[src/rtl/dap_src.sv]
// Debug-bus source: two buffered producer channels, round-robin arbitrated onto
// the DB1/DB2/s1/s2 strobe encoding with a programmable idle gap between words.

module dap_src_fifo #(
   parameter int DEPTH = 4
) (
   input  logic        clk,
   input  logic        rst,
   input  logic        push,
   input  logic [31:0] wdata,
   input  logic        pop,
   output logic [31:0] rdata,
   output logic        full,
   output logic        empty
);
   localparam int AW = (DEPTH > 1) ? $clog2(DEPTH) : 1;
   localparam int CW = AW + 1;
   localparam logic [AW-1:0] PTR_ONE  = AW'(1'b1);
   localparam logic [CW-1:0] CNT_ONE  = CW'(1'b1);
   localparam logic [CW-1:0] CNT_FULL = CW'(DEPTH);

   logic [31:0]   mem [DEPTH];
   logic [AW-1:0] wr_ptr_r;
   logic [AW-1:0] rd_ptr_r;
   logic [CW-1:0] count_r;
   logic          do_push_s;
   logic          do_pop_s;

   // Full/empty come from the current occupancy only; a same-cycle pop frees nothing.
   assign full      = (count_r == CNT_FULL);
   assign empty     = (count_r == {CW{1'b0}});
   assign do_push_s = push & ~full;
   assign do_pop_s  = pop & ~empty;
   assign rdata     = mem[rd_ptr_r];

   // Storage array; entries are only read after being written, so no reset.
   always_ff @(posedge clk) begin
      if (do_push_s) begin
         mem[wr_ptr_r] <= wdata;
      end
   end

   // Read/write pointers (wrap modulo DEPTH) and occupancy counter.
   always_ff @(posedge clk) begin
      if (rst) begin
         wr_ptr_r <= {AW{1'b0}};
         rd_ptr_r <= {AW{1'b0}};
         count_r  <= {CW{1'b0}};
      end else begin
         if (do_push_s) begin
            wr_ptr_r <= wr_ptr_r + PTR_ONE;
         end
         if (do_pop_s) begin
            rd_ptr_r <= rd_ptr_r + PTR_ONE;
         end
         case ({do_push_s, do_pop_s})
            2'b10:   count_r <= count_r + CNT_ONE;
            2'b01:   count_r <= count_r - CNT_ONE;
            default: count_r <= count_r;
         endcase
      end
   end
endmodule

module dap_src #(
   parameter int DEPTH = 4,
   parameter int GAP   = 2
) (
   input  logic        clk,
   input  logic        MRST,
   input  logic        a_valid,
   input  logic [31:0] a_data,
   output logic        a_ready,
   input  logic        b_valid,
   input  logic [31:0] b_data,
   output logic        b_ready,
   input  logic        en,
   output logic [31:0] DB1,
   output logic [31:0] DB2,
   output logic        s1,
   output logic        s2,
   output logic        busy
);
   localparam int GW = (GAP > 1) ? $clog2(GAP) : 1;
   localparam logic [GW-1:0] GAP_LOAD = (GAP > 0) ? GW'(GAP - 1) : {GW{1'b0}};
   localparam logic [GW-1:0] GAP_ONE  = GW'(1'b1);
   localparam logic LAST_A = 1'b0;
   localparam logic LAST_B = 1'b1;

   typedef enum logic [1:0] {
      IDLE = 2'b00,
      EMIT = 2'b01,
      HOLD = 2'b10
   } state_t;

   state_t        state_r;
   state_t        next_state_s;
   logic [GW-1:0] gap_r;
   logic [GW-1:0] gap_next_s;
   logic          last_r;
   logic          a_pop_s;
   logic          b_pop_s;
   logic          a_full_s;
   logic          b_full_s;
   logic          a_empty_s;
   logic          b_empty_s;
   logic [31:0]   a_rdata_s;
   logic [31:0]   b_rdata_s;
   logic          pick_a_s;
   logic          pick_b_s;
   logic          launch_s;
   logic          s1_r;
   logic          s2_r;
   logic [31:0]   db1_r;
   logic [31:0]   db2_r;

   dap_src_fifo #(.DEPTH(DEPTH)) u_fifo_a (
      .clk   (clk),
      .rst   (MRST),
      .push  (a_valid),
      .wdata (a_data),
      .pop   (a_pop_s),
      .rdata (a_rdata_s),
      .full  (a_full_s),
      .empty (a_empty_s)
   );

   dap_src_fifo #(.DEPTH(DEPTH)) u_fifo_b (
      .clk   (clk),
      .rst   (MRST),
      .push  (b_valid),
      .wdata (b_data),
      .pop   (b_pop_s),
      .rdata (b_rdata_s),
      .full  (b_full_s),
      .empty (b_empty_s)
   );

   // Round-robin: on a tie serve the channel that was not served last.
   assign pick_a_s = ~a_empty_s & (b_empty_s | (last_r == LAST_B));
   assign pick_b_s = ~b_empty_s & ~pick_a_s;
   assign launch_s = en & (pick_a_s | pick_b_s);

   assign a_ready = ~a_full_s;
   assign b_ready = ~b_full_s;
   assign busy    = ~a_empty_s | ~b_empty_s | (state_r != IDLE);
   assign s1      = s1_r;
   assign s2      = s2_r;
   assign DB1     = db1_r;
   assign DB2     = db2_r;

   // FSM state and gap counter registers.
   always_ff @(posedge clk) begin
      if (MRST) begin
         state_r <= IDLE;
         gap_r   <= {GW{1'b0}};
      end else begin
         state_r <= next_state_s;
         gap_r   <= gap_next_s;
      end
   end

   // Next-state, gap counter and FIFO pop decode.
   always_comb begin
      next_state_s = state_r;
      gap_next_s   = gap_r;
      a_pop_s      = 1'b0;
      b_pop_s      = 1'b0;
      case (state_r)
         IDLE: begin
            if (launch_s) begin
               next_state_s = EMIT;
               a_pop_s      = pick_a_s;
               b_pop_s      = pick_b_s;
            end else begin
               next_state_s = IDLE;
            end
         end
         EMIT: begin
            if (GAP > 0) begin
               next_state_s = HOLD;
               gap_next_s   = GAP_LOAD;
            end else if (launch_s) begin
               next_state_s = EMIT;
               a_pop_s      = pick_a_s;
               b_pop_s      = pick_b_s;
            end else begin
               next_state_s = IDLE;
            end
         end
         HOLD: begin
            // The IDLE cycle that follows supplies the last idle slot of the gap.
            if (gap_r <= GAP_ONE) begin
               next_state_s = IDLE;
               gap_next_s   = {GW{1'b0}};
            end else begin
               next_state_s = HOLD;
               gap_next_s   = gap_r - GAP_ONE;
            end
         end
         default: begin
            next_state_s = IDLE;
            gap_next_s   = {GW{1'b0}};
         end
      endcase
   end

   // Registered strobes, data buses and last-served flag.
   always_ff @(posedge clk) begin
      if (MRST) begin
         s1_r   <= 1'b0;
         s2_r   <= 1'b0;
         db1_r  <= 32'h0000_0000;
         db2_r  <= 32'h0000_0000;
         last_r <= LAST_B;
      end else if (a_pop_s) begin
         s1_r   <= 1'b1;
         s2_r   <= 1'b1;
         db1_r  <= a_rdata_s;
         last_r <= LAST_A;
      end else if (b_pop_s) begin
         s1_r   <= 1'b0;
         s2_r   <= 1'b1;
         db2_r  <= b_rdata_s;
         last_r <= LAST_B;
      end else begin
         s1_r   <= 1'b0;
         s2_r   <= 1'b0;
      end
   end
endmodule

[config.mk]
export PLATFORM = sky130hd
export DESIGN_NAME = dap_src
export DESIGN_NICKNAME = d
export VERILOG_FILES = /design/src/rtl/dap_src.sv
export SDC_FILE = /design/constraint.sdc
export NUM_CORES = 1
export LEC_CHECK = 0
export BUFFER_PORTS_ARGS = -buffer_cell sky130_fd_sc_hd__buf_2
export CORE_MARGIN = 4
export CORE_UTILIZATION = 25
export DETAILED_ROUTE_END_ITERATION = 10
export HOLD_SLACK_MARGIN = 0.15
export MAX_ROUTING_LAYER = met4
export PLACE_DENSITY = 0.42
export SETUP_SLACK_MARGIN = 0.15
export SLEW_MARGIN = 10
export SYNTH_ARGS = -nofsm -noshare
export SYNTH_HDL_FRONTEND = slang
export SYNTH_SLANG_ARGS = --single-unit
[constraint.sdc]
create_clock -name clk -period 3 [get_ports clk]
set_clock_uncertainty 0.05 [all_clocks]
set_input_delay 0.15 -clock clk [delete_from_list [all_inputs] [get_ports clk]]
set_output_delay 0.15 -clock clk [all_outputs]
set_load 0.01 [all_outputs]
==> impl_metrics.py <==
metrics = {
    "timing": {
        "tightestPinTransition_ps": 994,
        "timing.final.crit_period_ps": 2470,
        "timing.fmax_mhz": 406,
        "worst_slack_ps": 534,
        "timing.setup.tns_ps": 0,
        "slew_viol_final": 0,
        "rsz0062_at_grt": "no",
        "finalHoldWorstSlack_ps": 315,
        "timing.final.setup_violations": 0,
        "timing.final.crit_share_pct": 82.2,
        "relSlewSlack_pct": 33.7,
        "final_hold_viol_count": 0,
    },
    "critical_path": {
        "ff2ff_path_depth": 9,
        "r2r_end": "u_fifo_b.count_r[2]",
        "crit_path_cell_trace": "or3b_1, and2_1, inv_1, ha_1, inv_1, fa_1, xor2_1, or3_1, a21oi_1",
        "critical_path.max_fanout": 6,
        "r2r_setup_slack_ps": 530,
        "crit_path_end_kind": "flop",
        "critical_path.slowest_cell": "sky130_fd_sc_hd__or3b_1",
        "kind_of_launch_point_of_the_worst_setup_path": "flop",
        "worst_setup_path_category": "flop to flop",
        "worst_path_largest_cell_delay_ps": 430,
        "crit_path_start": "u_fifo_b.count_r[2]",
        "critPathMostFrequentCell": "sky130_fd_sc_hd__inv_1",
        "timing.rr.start": "u_fifo_b.count_r[2]",
        "arrival_ps": 2880,
        "cp.required_ps": 3420,
    },
    "die": {
        "core_area_sq_um": 49100,
        "start_util_pct": 25.3,
        "num_io_pins": 138,
        "rows": 81,
        "floorplan.die_area_sq_um": 53300,
        "die_height_um": 231,
        "fp.dieW_um": 231,
    },
    "placed_design": {
        "dpl_worst_slack_ps": 554,
        "detailed_place_hpwl_um": 16900,
        "io_buffer_count": 137,
        "place_congestion": 0.669,
        "placedInstanceArea_sq_um": 13900,
    },
    "run": {
        "maxCapViolations": 0,
    },
    "power_and_ir_drop": {
        "ir_drop_mv": 0.432,
        "cellPowerDensity_nw_per_um2": 850,
        "cellLeakagePower_nw": 5.50,
        "post-layout-total-power_mw": 13.6,
    },
    "drt": {
        "route.detailed.wl_per_inst_um": 17.3,
        "num_vias": 6817,
        "remaining_drc_errors": 0,
        "drtIter0Drc": 349,
        "drt-total-wl_um": 28600,
        "post_route_antenna_net_violation_count": 0,
        "viasPerCell": 4.13,
        "drtPass1Iterations": 6,
    },
    "cts": {
        "skew_pair_late_insertion_delay_ps": 540,
        "post_cts_hold_buffer_count": 70,
        "cts_root_buf": "sky130_fd_sc_hd__clkbuf_16",
        "clkSinkCount": 339,
        "tritoncts.num_buffers": 41,
        "clk_path_buf_depth": 3,
        "post_cts_buffers": 0,
        "clock_tree.htree_level_count": 2,
        "post_cts_resized": 0,
        "cts.reportedPaths.clkPinSlew_ps": 50,
        "tritoncts": "built",
    },
    "global_routing": {
        "first_global_vias": 7346,
        "initial_antenna_violation_count": 2,
        "grt_pass1_wl_um": 44200,
        "gr-total-overflow": 0,
        "track_usage_pct": 11.1,
        "grt_start_max_net_pins": 56,
    },
    "logic_synthesis": {
        "synthArstFlopShare_pct": 0,
        "synth.cell_area_sq_um": 12400,
        "syn_nets": 805,
        "syn-instance-count": 724,
        "synth_top_area_share_pct": 61.9,
        "yosysWarningCount": 0,
        "ys_top_cells_by_area": "sky130_fd_sc_hd__edfxtp_1, sky130_fd_sc_hd__dfxtp_1, sky130_fd_sc_hd__mux4_2",
        "synth_seq_area_share_pct": 75.3,
        "post-synth-top-area-cell": "sky130_fd_sc_hd__edfxtp_1",
        "synth.avg_cell_area_sq_um": 17.2,
        "synth_seq_cells": 339,
        "edff_count_synth": 256,
        "synth-main-ff-cell": "sky130_fd_sc_hd__edfxtp_1",
        "netlist-cell-type-count": 29,
    },
    "final_layout": {
        "layout-drive-gt1-share_pct": 30.2,
        "multiInputGateArea_sq_um": 2840,
        "n_fill_cell": 4928,
        "seqCellArea_sq_um": 9350,
        "layout_commonest_cell": "sky130_fd_sc_hd__edfxtp_1",
        "design_area_sq_um": 16000,
        "layout-area-overhead-vs-synth_pct": 28.4,
        "design.final.nets": 1036,
        "commonest_non_fill_non_tap_cells_in_the_layout": "sky130_fd_sc_hd__edfxtp_1, sky130_fd_sc_hd__buf_2, sky130_fd_sc_hd__nand2_1",
    },
    "min_path": {
        "hold_path_depth": 2,
        "hold_path.startpoint": "a_data[28]",
        "hold_end": "u_fifo_a.mem[2][28]",
        "worstHoldPathType": "input port to flop",
    },
    "run_status": {
        "outcome": "completed",
    },
}
kinds of logic after synthesis:
kind of cell    share of synthesized area (%)
compound gates                           3.38
xor+xnor                                0.494
fa+ha+maj                                1.33
buf+inv                                  1.93
flops                                    75.3
mux                                      11.7
simple gates                             5.92
cells in the mapped netlist, types with 3 or more instances:
| master | instances |
|---|---|
| sky130_fd_sc_hd__ha_1 | 10 |
| sky130_fd_sc_hd__xnor2_1 | 4 |
| sky130_fd_sc_hd__nor3b_1 | 3 |
| sky130_fd_sc_hd__buf_2 | 12 |
| sky130_fd_sc_hd__dfxtp_1 | 83 |
| sky130_fd_sc_hd__and3_1 | 8 |
| sky130_fd_sc_hd__xor2_1 | 3 |
| sky130_fd_sc_hd__clkbuf_1 | 15 |
| sky130_fd_sc_hd__mux4_2 | 64 |
| sky130_fd_sc_hd__buf_4 | 10 |
| sky130_fd_sc_hd__or3_1 | 6 |
| sky130_fd_sc_hd__nand2_1 | 135 |
| sky130_fd_sc_hd__o21ai_0 | 4 |
| sky130_fd_sc_hd__a21oi_1 | 73 |
| sky130_fd_sc_hd__edfxtp_1 | 256 |
| sky130_fd_sc_hd__nor2_1 | 11 |
| sky130_fd_sc_hd__inv_1 | 11 |
worst max-delay path by stage:
stage,end,cells past startpoint
floorplan,u_fifo_a.count_r[2],9
global placement,u_fifo_b.count_r[2],9
detailed placement,u_fifo_b.count_r[2],9
CTS,u_fifo_b.count_r[2],9
global route,u_fifo_b.count_r[2],9
finish,u_fifo_b.count_r[2],9
per-stage QoR:
step	instances	utilization [%]
6_report	1651	32.5
5_1_grt	1651	32.5
3_5_place_dp	1506	28.4
3_3_place_gp	1506	28.4
2_1_floorplan	724	-
4_1_cts	1649	32.5
final cells by class:
| cell class | count | area share, % |
|---|---|---|
| Antenna cell | 2 | 0.0314 |
| Clock inverter | 18 | 1.19 |
| Sequential cell | 339 | 58.6 |
| Multi-Input combinational cell | 335 | 17.8 |
| Timing Repair Buffer | 225 | 9.71 |
| Inverter | 13 | 0.306 |
| Clock buffer | 55 | 7.08 |
| Tap cell | 664 | 5.21 |
where the power goes:
group	switching, mW	total, mW	internal (mW)
Combinational	1.51	2.72	1.22
Sequential	0.317	6.02	5.70
Clock	1.85	4.82	2.97
Total	3.67	13.6	9.89
critical path: cells and delay by family (launching register included):
kind / cells / cell delay, ps
buffers and inverters: 2 / 150
XOR/XNOR: 1 / 150
adder cells (fa/ha/maj): 2 / 560
AND/OR/NAND/NOR: 3 / 960
flip-flops: 1 / 380
AO/OA/AOI/OAI: 1 / 140
flip-flops by register name, indices dropped and copies added, names as in the netlist, 3 cells and up:
| register | count |
|---|---|
| DB1 | 32 |
| u_fifo_b.mem | 128 |
| u_fifo_b.count_r | 3 |
| u_fifo_a.mem | 128 |
| u_fifo_a.count_r | 3 |
| DB2 | 32 |
per-layer routing:
layer | track usage, % | wire, um | vias up
li1 | - | - | 3201
met2 | 18.2 | 14000 | 159
met3 | 2.81 | 1470 | 53
met1 | 13.5 | 12500 | 3404
met5 | - | 0 | -
met4 | 3.53 | 688 | 0
(Power assumes the default switching activity.)
